===== src/rtl/dac_link_pkg.sv =====
// Shared types and constants for the DAC readback path.
// Defining READBACK_CHECKSUM_EN appends an XOR checksum byte to every readback.
package dac_link_pkg;

    localparam int DAC_FRAME_BITS = 24;
    localparam int UART_BYTE_BITS = 8;
`ifdef READBACK_CHECKSUM_EN
    localparam int READBACK_BYTES = 4;
`else
    localparam int READBACK_BYTES = 3;
`endif

    typedef enum logic [2:0] {
        IDLE    = 3'd0,
        FRAME   = 3'd1,
        GAP     = 3'd2,
        SEND    = 3'd3,
        WAIT_HI = 3'd4,
        WAIT_LO = 3'd5
    } readback_state_t;

    typedef logic [DAC_FRAME_BITS-1:0] dac_word_t;

    // Byte idx of the host stream: MSB byte first, then the optional checksum.
    function automatic logic [UART_BYTE_BITS-1:0] readback_byte(input dac_word_t word,
                                                                input logic [1:0] idx);
        logic [UART_BYTE_BITS-1:0] b;
        case (idx)
            2'd0:    b = word[23:16];
            2'd1:    b = word[15:8];
            2'd2:    b = word[7:0];
`ifdef READBACK_CHECKSUM_EN
            default: b = word[23:16] ^ word[15:8] ^ word[7:0];
`else
            default: b = 8'h00;
`endif
        endcase
        return b;
    endfunction

endpackage


===== src/rtl/spi_frame_shifter.sv =====
// One 24-bit SPI frame: SCLK divider, NOP word out on rising SCLK, DAC SDO
// sampled on falling SCLK. done_o marks the last frame cycle.
module spi_frame_shifter
    import dac_link_pkg::*;
#(
    parameter int        SCLK_DIV = 2,
    parameter dac_word_t NOP_WORD = 24'h000000
) (
    input  logic      clock,
    input  logic      reset_n,
    input  logic      start_i,
    input  logic      sdi_i,
    output logic      sclk_o,
    output logic      sync_n_o,
    output logic      sdo_o,
    output logic      done_o,
    output dac_word_t word_o
);

    localparam int               DIV_W     = (SCLK_DIV > 1) ? $clog2(SCLK_DIV) : 1;
    localparam logic [DIV_W-1:0] DIV_LAST  = DIV_W'(SCLK_DIV - 1);
    localparam logic [5:0]       HALF_LAST = 6'(2 * DAC_FRAME_BITS - 1);

    logic             active_q, active_d;
    logic [DIV_W-1:0] div_q, div_d;
    logic [5:0]       half_q, half_d;
    logic             sclk_q, sclk_d;
    logic             sync_n_q, sync_n_d;
    logic             sdo_q, sdo_d;
    dac_word_t        nop_q, nop_d;
    dac_word_t        shift_q, shift_d;

    assign done_o   = active_q && (half_q == HALF_LAST) && (div_q == DIV_LAST);
    assign sclk_o   = sclk_q;
    assign sync_n_o = sync_n_q;
    assign sdo_o    = sdo_q;
    assign word_o   = shift_q;

    // Half-period sequencer: the 48th half-period end restores SCLK high and releases SYNC.
    always_comb begin
        active_d = active_q;
        div_d    = div_q;
        half_d   = half_q;
        sclk_d   = sclk_q;
        sync_n_d = sync_n_q;
        sdo_d    = sdo_q;
        nop_d    = nop_q;
        shift_d  = shift_q;
        if (start_i && !active_q) begin
            active_d = 1'b1;
            div_d    = '0;
            half_d   = 6'd0;
            sclk_d   = 1'b1;
            sync_n_d = 1'b0;
            sdo_d    = NOP_WORD[23];
            nop_d    = NOP_WORD << 1;
            shift_d  = '0;
        end else if (active_q) begin
            if (div_q == DIV_LAST) begin
                div_d  = '0;
                half_d = half_q + 6'd1;
                sclk_d = ~sclk_q;
                if (half_q == HALF_LAST) begin
                    active_d = 1'b0;
                    half_d   = 6'd0;
                    sclk_d   = 1'b1;
                    sync_n_d = 1'b1;
                    sdo_d    = 1'b0;
                end else if (sclk_q) begin
                    shift_d = {shift_q[22:0], sdi_i};
                end else begin
                    sdo_d = nop_q[23];
                    nop_d = nop_q << 1;
                end
            end else begin
                div_d = div_q + DIV_W'(1);
            end
        end else begin
            sclk_d   = 1'b1;
            sync_n_d = 1'b1;
            sdo_d    = 1'b0;
        end
    end

    // Frame shifter state registers.
    always_ff @(posedge clock or negedge reset_n) begin
        if (!reset_n) begin
            active_q <= 1'b0;
            div_q    <= '0;
            half_q   <= 6'd0;
            sclk_q   <= 1'b1;
            sync_n_q <= 1'b1;
            sdo_q    <= 1'b0;
            nop_q    <= '0;
            shift_q  <= '0;
        end else begin
            active_q <= active_d;
            div_q    <= div_d;
            half_q   <= half_d;
            sclk_q   <= sclk_d;
            sync_n_q <= sync_n_d;
            sdo_q    <= sdo_d;
            nop_q    <= nop_d;
            shift_q  <= shift_d;
        end
    end

endmodule


===== src/rtl/dac_readback_receiver.sv =====
// Runs one DAC readback frame and streams the captured word to the UART.
// Build with READBACK_CHECKSUM_EN to append the XOR checksum byte.
module dac_readback_receiver
    import dac_link_pkg::*;
#(
    parameter int        SCLK_DIV = 2,
    parameter dac_word_t NOP_WORD = 24'h000000
) (
    input  logic        clock,
    input  logic        reset_n,
    input  logic        start_receive,
    output logic        rx_busy,
    output logic [23:0] readback_data,
    output logic        readback_valid,
    input  logic        dac_sdi,
    output logic        dac_sdo,
    output logic        dac_sclk,
    output logic        dac_sync_n,
    output logic [7:0]  uart_tx_data,
    output logic        uart_start_transmit,
    input  logic        uart_tx_busy
);

    localparam int               DIV_W     = (SCLK_DIV > 1) ? $clog2(SCLK_DIV) : 1;
    localparam logic [DIV_W-1:0] DIV_LAST  = DIV_W'(SCLK_DIV - 1);
    localparam logic [1:0]       BYTE_LAST = 2'(READBACK_BYTES - 1);

    readback_state_t  state_q, state_d;
    logic [DIV_W-1:0] gap_q, gap_d;
    logic [1:0]       byte_q, byte_d;
    dac_word_t        word_q, word_d;
    logic             valid_q, valid_d;
    logic             rx_busy_q, rx_busy_d;
    logic [7:0]       tx_data_q, tx_data_d;
    logic             tx_start_q, tx_start_d;

    logic             start_accept_s;
    logic             frame_done_s;
    dac_word_t        frame_word_s;

    assign start_accept_s = (state_q == IDLE) && start_receive;

    spi_frame_shifter #(
        .SCLK_DIV (SCLK_DIV),
        .NOP_WORD (NOP_WORD)
    ) u_shifter (
        .clock    (clock),
        .reset_n  (reset_n),
        .start_i  (start_accept_s),
        .sdi_i    (dac_sdi),
        .sclk_o   (dac_sclk),
        .sync_n_o (dac_sync_n),
        .sdo_o    (dac_sdo),
        .done_o   (frame_done_s),
        .word_o   (frame_word_s)
    );

    // Readback sequencer; uart_start_transmit stays up until the UART acknowledges with busy.
    always_comb begin
        state_d    = state_q;
        gap_d      = gap_q;
        byte_d     = byte_q;
        word_d     = word_q;
        valid_d    = 1'b0;
        rx_busy_d  = rx_busy_q;
        tx_data_d  = tx_data_q;
        tx_start_d = tx_start_q;
        case (state_q)
            IDLE: begin
                if (start_receive) begin
                    state_d   = FRAME;
                    rx_busy_d = 1'b1;
                    byte_d    = 2'd0;
                end else begin
                    rx_busy_d = 1'b0;
                end
            end
            FRAME: begin
                if (frame_done_s) begin
                    state_d = GAP;
                    gap_d   = '0;
                    word_d  = frame_word_s;
                    valid_d = 1'b1;
                end else begin
                    state_d = FRAME;
                end
            end
            GAP: begin
                if (gap_q == DIV_LAST) begin
                    state_d = SEND;
                    gap_d   = '0;
                end else begin
                    gap_d = gap_q + DIV_W'(1);
                end
            end
            SEND: begin
                if (!uart_tx_busy) begin
                    tx_data_d  = readback_byte(word_q, byte_q);
                    tx_start_d = 1'b1;
                    state_d    = WAIT_HI;
                end else begin
                    tx_start_d = 1'b0;
                end
            end
            WAIT_HI: begin
                if (uart_tx_busy) begin
                    tx_start_d = 1'b0;
                    state_d    = WAIT_LO;
                end else begin
                    tx_start_d = 1'b1;
                end
            end
            WAIT_LO: begin
                if (!uart_tx_busy) begin
                    if (byte_q == BYTE_LAST) begin
                        state_d   = IDLE;
                        rx_busy_d = 1'b0;
                        byte_d    = 2'd0;
                    end else begin
                        byte_d  = byte_q + 2'd1;
                        state_d = SEND;
                    end
                end else begin
                    state_d = WAIT_LO;
                end
            end
            default: begin
                state_d    = IDLE;
                rx_busy_d  = 1'b0;
                tx_start_d = 1'b0;
            end
        endcase
    end

    // Sequencer and output registers.
    always_ff @(posedge clock or negedge reset_n) begin
        if (!reset_n) begin
            state_q    <= IDLE;
            gap_q      <= '0;
            byte_q     <= 2'd0;
            word_q     <= '0;
            valid_q    <= 1'b0;
            rx_busy_q  <= 1'b0;
            tx_data_q  <= 8'h00;
            tx_start_q <= 1'b0;
        end else begin
            state_q    <= state_d;
            gap_q      <= gap_d;
            byte_q     <= byte_d;
            word_q     <= word_d;
            valid_q    <= valid_d;
            rx_busy_q  <= rx_busy_d;
            tx_data_q  <= tx_data_d;
            tx_start_q <= tx_start_d;
        end
    end

    assign rx_busy             = rx_busy_q;
    assign readback_data       = word_q;
    assign readback_valid      = valid_q;
    assign uart_tx_data        = tx_data_q;
    assign uart_start_transmit = tx_start_q;

endmodule

===== config.mk =====
export PLATFORM = sky130hd
export DESIGN_NAME = dac_readback_receiver
export DESIGN_NICKNAME = d
export VERILOG_FILES = /design/src/rtl/dac_link_pkg.sv /design/src/rtl/spi_frame_shifter.sv /design/src/rtl/dac_readback_receiver.sv
export SDC_FILE = /design/constraint.sdc
export NUM_CORES = 1
export LEC_CHECK = 0
export CAP_MARGIN = 20
export CORE_MARGIN = 2
export CORE_UTILIZATION = 35
export CTS_CLUSTER_DIAMETER = 30
export CTS_CLUSTER_SIZE = 16
export DETAILED_ROUTE_END_ITERATION = 8
export HOLD_SLACK_MARGIN = 0.02
export PLACE_DENSITY = 0.52
export SLEW_MARGIN = 10
export SYNTH_ARGS = -nofsm -noshare
export SYNTH_HDL_FRONTEND = slang
export SYNTH_SLANG_ARGS = --single-unit

===== constraint.sdc =====
create_clock -name clock -period 2.4 [get_ports clock]
set_input_delay 0.36 -clock clock [delete_from_list [all_inputs] [get_ports clock]]
set_output_delay 0.36 -clock clock [all_outputs]
set_load 0.01 [all_outputs]

# Word level (Yosys, flattened, before mapping)
# Cells that the tools add are included.
# Widths: inputs -> output; s select.
[word_totals]
register_bits = 100
latchBits = 0
ramBits = 0
romBits = 0
inputBits = 5
out_inout_bits = 38
wordCells = 127
memories = 0
[op_classes]
add_sub_neg = 4
multipliers = 0
div = 0
n_lt_le_gt_ge = 0
n_eq_ne = 20
shifts = 0
n_mux = 58
bitwise = 3
n_reduce_logical = 26
[ops]
columns = ["operator", "count"]
rows = [
  ["$mux 24", 10],
  ["$mux 1", 28],
  ["$mux 6", 4],
  ["$pmux 8 s3", 1],
  ["$ne 2x2->1 const B", 9],
  ["$pmux 3 s6", 1],
  ["$mux 3", 5],
  ["$reduce_and 2->1", 6],
  ["$reduce_and 4->1", 3],
  ["$mux 2", 5],
  ["$reduce_bool 2->1", 5],
  ["$reduce_or 4->1", 2],
  ["$add 6x1->6 const B", 1],
  ["$eq 3x2->1 const B", 2],
  ["$eq 3x3->1 const B", 2],
  ["$eq 6x6->1 const B", 1],
  ["$ne 3x3->1 const B", 2],
  ["$reduce_and 3->1", 2],
  ["$logic_and 1x1->1", 4],
  ["$ne 4x4->1 const B", 1],
  ["$pmux 1 s2", 2],
  ["$pmux 2 s2", 1],
  ["$eq 3x1->1 const B", 1],
  ["$logic_not 3->1", 1],
  ["other kinds (9)", 12],
]

# Depth between registers and ports, before layout
[logic_depth]
word_depth = 5
depth_mapped = 7
depth_no_buf = 5

# By module
# From an unflattened synthesis, not the netlist that was laid out.
[unflattened]
cells_unflattened = 289
hier_area_um2 = 3429.5
[modules_own_cells]
columns = ["module", "instances", "cells_each", "area_per_inst_um2", "seq_area_each_um2"]
rows = [
  ["dac_readback_receiver", 1, 146, 1851.8, 1026.0],
  ["spi_frame_shifter", 1, 143, 1577.8, 853.3],
]

# Worst setup path before layout
# OpenSTA, ideal clock, no wires.
[synth_path]
kind = "register -> register"
start = "reg state_q[1]"
end = "reg word_q[10], in the netlist readback_data[10]"
setup_time_ps = 125
t_arrival_ps = 1689
t_required_ps = 2275
setup_slack_ps = 587
stages_incl_launch_ff = 5
synth_period_minus_slack_ps = 1813
path_cell_list = "dfrtp_1 > or3b_1 > nor4_4 > buf_6 > mux2_2"
[synth_between]
elab_chain_len = 2
[synth_rtl]
columns = ["element", "line", "source"]
rows = [
  ["start: declaration", "dac_readback_receiver.sv:28", "readback_state_t state_q, state_d;"],
  ["start signal: assignment", "dac_readback_receiver.sv:147", "state_q <= state_d;"],
  ["$eq 3x1->1", "dac_readback_receiver.sv:68", "case (state_q)"],
  ["$reduce_and 2->1 (no source line)", "n/a", ""],
  ["end signal: assignment", "dac_readback_receiver.sv:150", "word_q <= word_d;"],
  ["end: declaration", "dac_readback_receiver.sv:31", "dac_word_t word_q, word_d;"],
]
# Every way passes these cells.
# A chain may end at the register's enable or synchronous reset.

# Final worst setup path
[layout_path]
start = "reg state_q[0]"
end = "reg word_q[3], in the netlist readback_data[3]"
# The elaborated chain is that of the path after synthesis.

==> impl.org <==
** Worst setup path
- The critical path is of the register to register type.
- For the worst setup path, the data required time is 2.62 ns.
- Tracing the worst setup path back leads to its startpoint at state_q[0].
- The number of cells on the worst reg-to-reg path is 4.
- Endpoint of the most critical setup path :: readback_data[3]
- Data arrival, critical path :: 2.14 ns
- WP depth :: 4
- CP top delay family :: simple AND/OR/NAND/NOR gates
- Critical path cell sequence :: or3b_1, nor4_4, buf_12, mux2_2
- STA classifies the critical path endpoint as a register.
- Element type at the critical path start :: register
- Setup slack on the worst flop-to-flop path :: 0.49 ns
- Of all nets on the critical path, the largest fanout is 25.
- Reg-to-reg startpoint :: state_q[0]
- Counting both buffers and inverters, the worst setup path holds a total of 1.
- Capture instance of the worst register-to-register path :: readback_data[3]
- For this run, the slowest stage of the critical path takes 0.54 ns.
- The slowest stage of the critical path belongs to the cell sky130_fd_sc_hd__dfrtp_1.

** Logic synthesis
- Area share of xor/xnor cells in the synthesized design :: 0.261%
- The synthesized netlist devotes 11.9% of its cell area to compound gates.
- Count of flip-flops with a built-in enable after synthesis :: 0
- Seq/Total Area, Yosys :: 56.1%
- Post-synthesis cell type count :: 44
- Average cell area after synthesis :: 10.4 um2
- Adder-cell area share of the yosys netlist :: 0.373%
- Cell types occupying the most area after synthesis :: sky130_fd_sc_hd__dfrtp_1, sky130_fd_sc_hd__mux2_2, sky130_fd_sc_hd__nand2_1
- Multiplexer cells account for 11.1% of the synthesized area.
- Area fraction in and, or, nand and nor cells after synthesis :: 16.3%
- Synthesis produced a netlist with a net count of 328.
- Count of yosys warnings during synthesis :: 0
- Most numerous cell types in the synthesized netlist :: sky130_fd_sc_hd__dfrtp_1, sky130_fd_sc_hd__nand2_1, sky130_fd_sc_hd__o21ai_0
- Synthesized area :: 3350 um2
- Cell type contributing the most total cell area after synthesis :: sky130_fd_sc_hd__dfrtp_1
- In the post-synthesis netlist, the cell with the most instances is sky130_fd_sc_hd__dfrtp_1.
- Synthesis-stage register bit count :: 75
- The most used flip-flop cell after synthesis is sky130_fd_sc_hd__dfrtp_1.
- The synthesized design devotes to its leading area cell type 54.5% of total area.
- Combinational family with the most area after synthesis :: simple AND/OR/NAND/NOR gates
- Synthesized instance count :: 322
- Post-synthesis async set-or-reset flop share :: 100%

** Die
- Chip width :: 102 um
- Starting utilization of the core area :: 36.1%
- The floorplan step set the die height to 102 um.
- After floorplanning, the core was divided into 35 placement rows.
- Pin placement for this block handled 43 I/O pins.
- In this run the standard cell core region covers 9280 um2.
- The floorplan step defined a die boundary enclosing 10400 um2.

** Routing
- After the first detailed-routing iteration, the DRC count stood at 108.
- Wires add up to 7500 um.
- TritonRoute pass-1 iters :: 4
- In the routed layout, each cell is associated on average with a via count of 4.93.
- For this run, design rule violations remaining after detail routing come to 0.
- Antenna Nets Post-Route :: 0
- Dividing the detail-routed wire length by the instance count gives 15.1 um.
- The routed layout has 2443 vias.

** Power
- Fraction of power spent switching nets :: 36.7%
- Cell internal power was estimated by the tool at 3.45 mW.
- Part of the total power dissipated in combinational logic :: 38.0%
- Static leakage :: 1.81 nW
- Sequential share of power :: 42.2%
- Per report_power, the clock group accounts for 19.8% of the total.
- In this run the power density over the cells is 1320 nW/um2.
- Net switching power :: 2.00 mW
- Worst voltage drop across the vdd grid :: 0.499 mV

** STA
- Worst slew pin tran :: 0.635 ns
- Highest attainable clock frequency :: 523 MHz
- Setup repair after global routing left no endpoint under its margin.
- Worst relative slew slack :: 57.7%
- Pins Over Slew Limit :: 0
- The hold violation total from the final report is 0.
- For the finished layout, the period the worst path requires is 1.91 ns.
- # setup viols final :: 0
- Setup skew after layout :: 0.00758 ns
- Adding up every negative setup slack in the final design gives 0 ns.
- Final worst-path cycle share :: 79.7%

** Final layout
- Count of nets after finishing :: 369
- Final Core Density :: 44.3%
- 0 antenna diodes ended up in the layout.
- After the flow finishes, the layout carries non-filler instances totaling 496.
- Fraction of final layout cells with drive strength greater than 1 :: 14.2%
- Area grow syn2layout :: 22.8%
- Final standard cell area without fillers :: 4120 um2

** Clock tree
- The tree is rooted in a sky130_fd_sc_hd__clkbuf_8.
- Insertion delay of the later-clocked pin in the worst-skew pair :: 0.34 ns
- Clock-pin slew was measured on the worst setup and hold paths at 0.08 ns.
- TritonCTS built the clock tree.
- Buffer levels on the longest clock path :: 2
- Total clock sinks :: 75
- The H-tree generated during clock tree synthesis spans 3 levels.
- Clock tree synthesis inserted a total of 9 buffers.

** GRT
- Entering global routing, the biggest net connects 49 pins.
- Via count of the first global-routing pass :: 2446
- After global routing the overflow that remains totals 0.
- Total routing resource utilization after global routing :: 15.8%
- Number of antenna violations at the first check in global routing :: 0
- The first global-routing pass estimated 12600 um of wire.

** Placement
- The congestion estimate from routability-driven global placement came to 0.787.
- Buffers placed on the I/O ports in this run total 41.
- Once placement finished, the instance area stood at 3890 um2.
- Detailed placement ended at an HPWL of 4920 um.
- Number of placed instances, taps included :: 480

** Job
- The tool flagged a number of max-cap violations equal to 0.

** Run status
- The run finished with clean final reports.

** Worst hold path
- Hold Crit Class :: register to register
- Along the worst hold path, the cell count comes to 2.
-- cell families after synthesis --
logic type / after synthesis
fa+ha+maj: 1
buf+inv: 23
flops: 75
simple gates: 118
compound gates: 69
other cells: 1
xor+xnor: 1
mux: 34
-- metal layers --
layer	vias to the layer above	GRT usage, %	routed length (um)
met5	-	0	0
met4	0	6.36	65
met3	5	2.67	165
met2	33	23.0	3430
met1	1213	23.6	3830
li1	1192	-	-
-- flip-flops by register name, summed over array words and instances (netlist names) --
signal / flops
u_shifter.div_q: 1
u_shifter.word_o: 24
u_shifter.half_q: 6
u_shifter.active_q: 1
readback_data: 24
rx_busy: 1
byte_q: 2
gap_q: 1
u_shifter.sclk_o: 1
state_q: 3
readback_valid: 1
u_shifter.sync_n_o: 1
uart_tx_data: 8
uart_start_transmit: 1
-- worst min-delay path, stage by stage (launching register included) --
cell and delay [ns]:
sky130_fd_sc_hd__dfstp_2 0.37, sky130_fd_sc_hd__inv_1 0.04, sky130_fd_sc_hd__a31oi_1 0.07
-- worst min path at each step --
stage                       start                   to
4_1_cts        u_shifter.sync_n_o   u_shifter.sync_n_o
6_report       u_shifter.sync_n_o   u_shifter.sync_n_o
3_5_place_dp              reset_n  u_shifter.half_q[4]
2_1_floorplan             reset_n            byte_q[0]
5_1_grt        u_shifter.sync_n_o   u_shifter.sync_n_o
3_3_place_gp              reset_n  u_shifter.half_q[4]
-- cell usage in the layout, fill, tap and decap left out, types with 2 or more instances in the layout --
master,n
sky130_fd_sc_hd__a21oi_1,19
sky130_fd_sc_hd__dfrtp_1,73
sky130_fd_sc_hd__a211o_1,3
sky130_fd_sc_hd__mux2_1,2
sky130_fd_sc_hd__a32o_1,2
sky130_fd_sc_hd__inv_1,3
sky130_fd_sc_hd__and2_1,2
sky130_fd_sc_hd__o211ai_1,2
sky130_fd_sc_hd__a31oi_1,3
sky130_fd_sc_hd__mux2_2,22
sky130_fd_sc_hd__buf_4,7
sky130_fd_sc_hd__nor4_1,2
sky130_fd_sc_hd__nor2_1,25
sky130_fd_sc_hd__nand2b_1,4
sky130_fd_sc_hd__dfstp_2,2
sky130_fd_sc_hd__buf_12,2
sky130_fd_sc_hd__o21ai_0,28
sky130_fd_sc_hd__o21ai_1,4
sky130_fd_sc_hd__mux2i_1,10
sky130_fd_sc_hd__clkdlybuf4s50_1,40
sky130_fd_sc_hd__nand3_1,7
sky130_fd_sc_hd__bufinv_16,2
sky130_fd_sc_hd__nor2b_1,6
sky130_fd_sc_hd__nand2_1,63
sky130_fd_sc_hd__clkbuf_8,10
sky130_fd_sc_hd__clkinv_2,2
-- final cells by class --
type | count | area [um2]
Clock buffer | 10 | 138
Multi-Input combinational cell | 224 | 1350
Fill cell | 939 | 5170
Timing Repair Buffer | 50 | 503
Clock inverter | 5 | 77.6
Tap cell | 129 | 161
Sequential cell | 75 | 1880
Inverter | 3 | 11.3
-- power groups by stage --
| stage | Combinational [mW] | Clock, mW | Sequential [mW] |
|---|---|---|---|
| 3_5_place_dp | 2.09 | 0 | 2.33 |
| 2_1_floorplan | 1.20 | 0 | 2.26 |
| 5_1_grt | 2.32 | 1.17 | 2.39 |
| 6_report | 2.07 | 1.08 | 2.30 |
| 3_3_place_gp | 2.06 | 0 | 2.33 |
| 4_1_cts | 2.11 | 1.10 | 2.31 |
-- stage by stage --
stage          hold slack, ns  setup WS [ns]  total power [mW]
2_1_floorplan          0.0644          0.587              3.46
4_1_cts                 0.495          0.495              5.52
3_3_place_gp            0.350          0.282              4.39
3_5_place_dp            0.351          0.263              4.42
6_report                0.489          0.488              5.45
5_1_grt                 0.522          0.379              5.88
-- what timing repair did --
item | 4_1_cts | 5_1_grt
resized for setup | 0 | 0
setup buffers | 0 | 0
hold buffers | 1 | 0
endpoints found under the hold margin | 31 | 0
(Power assumes the default switching activity.)
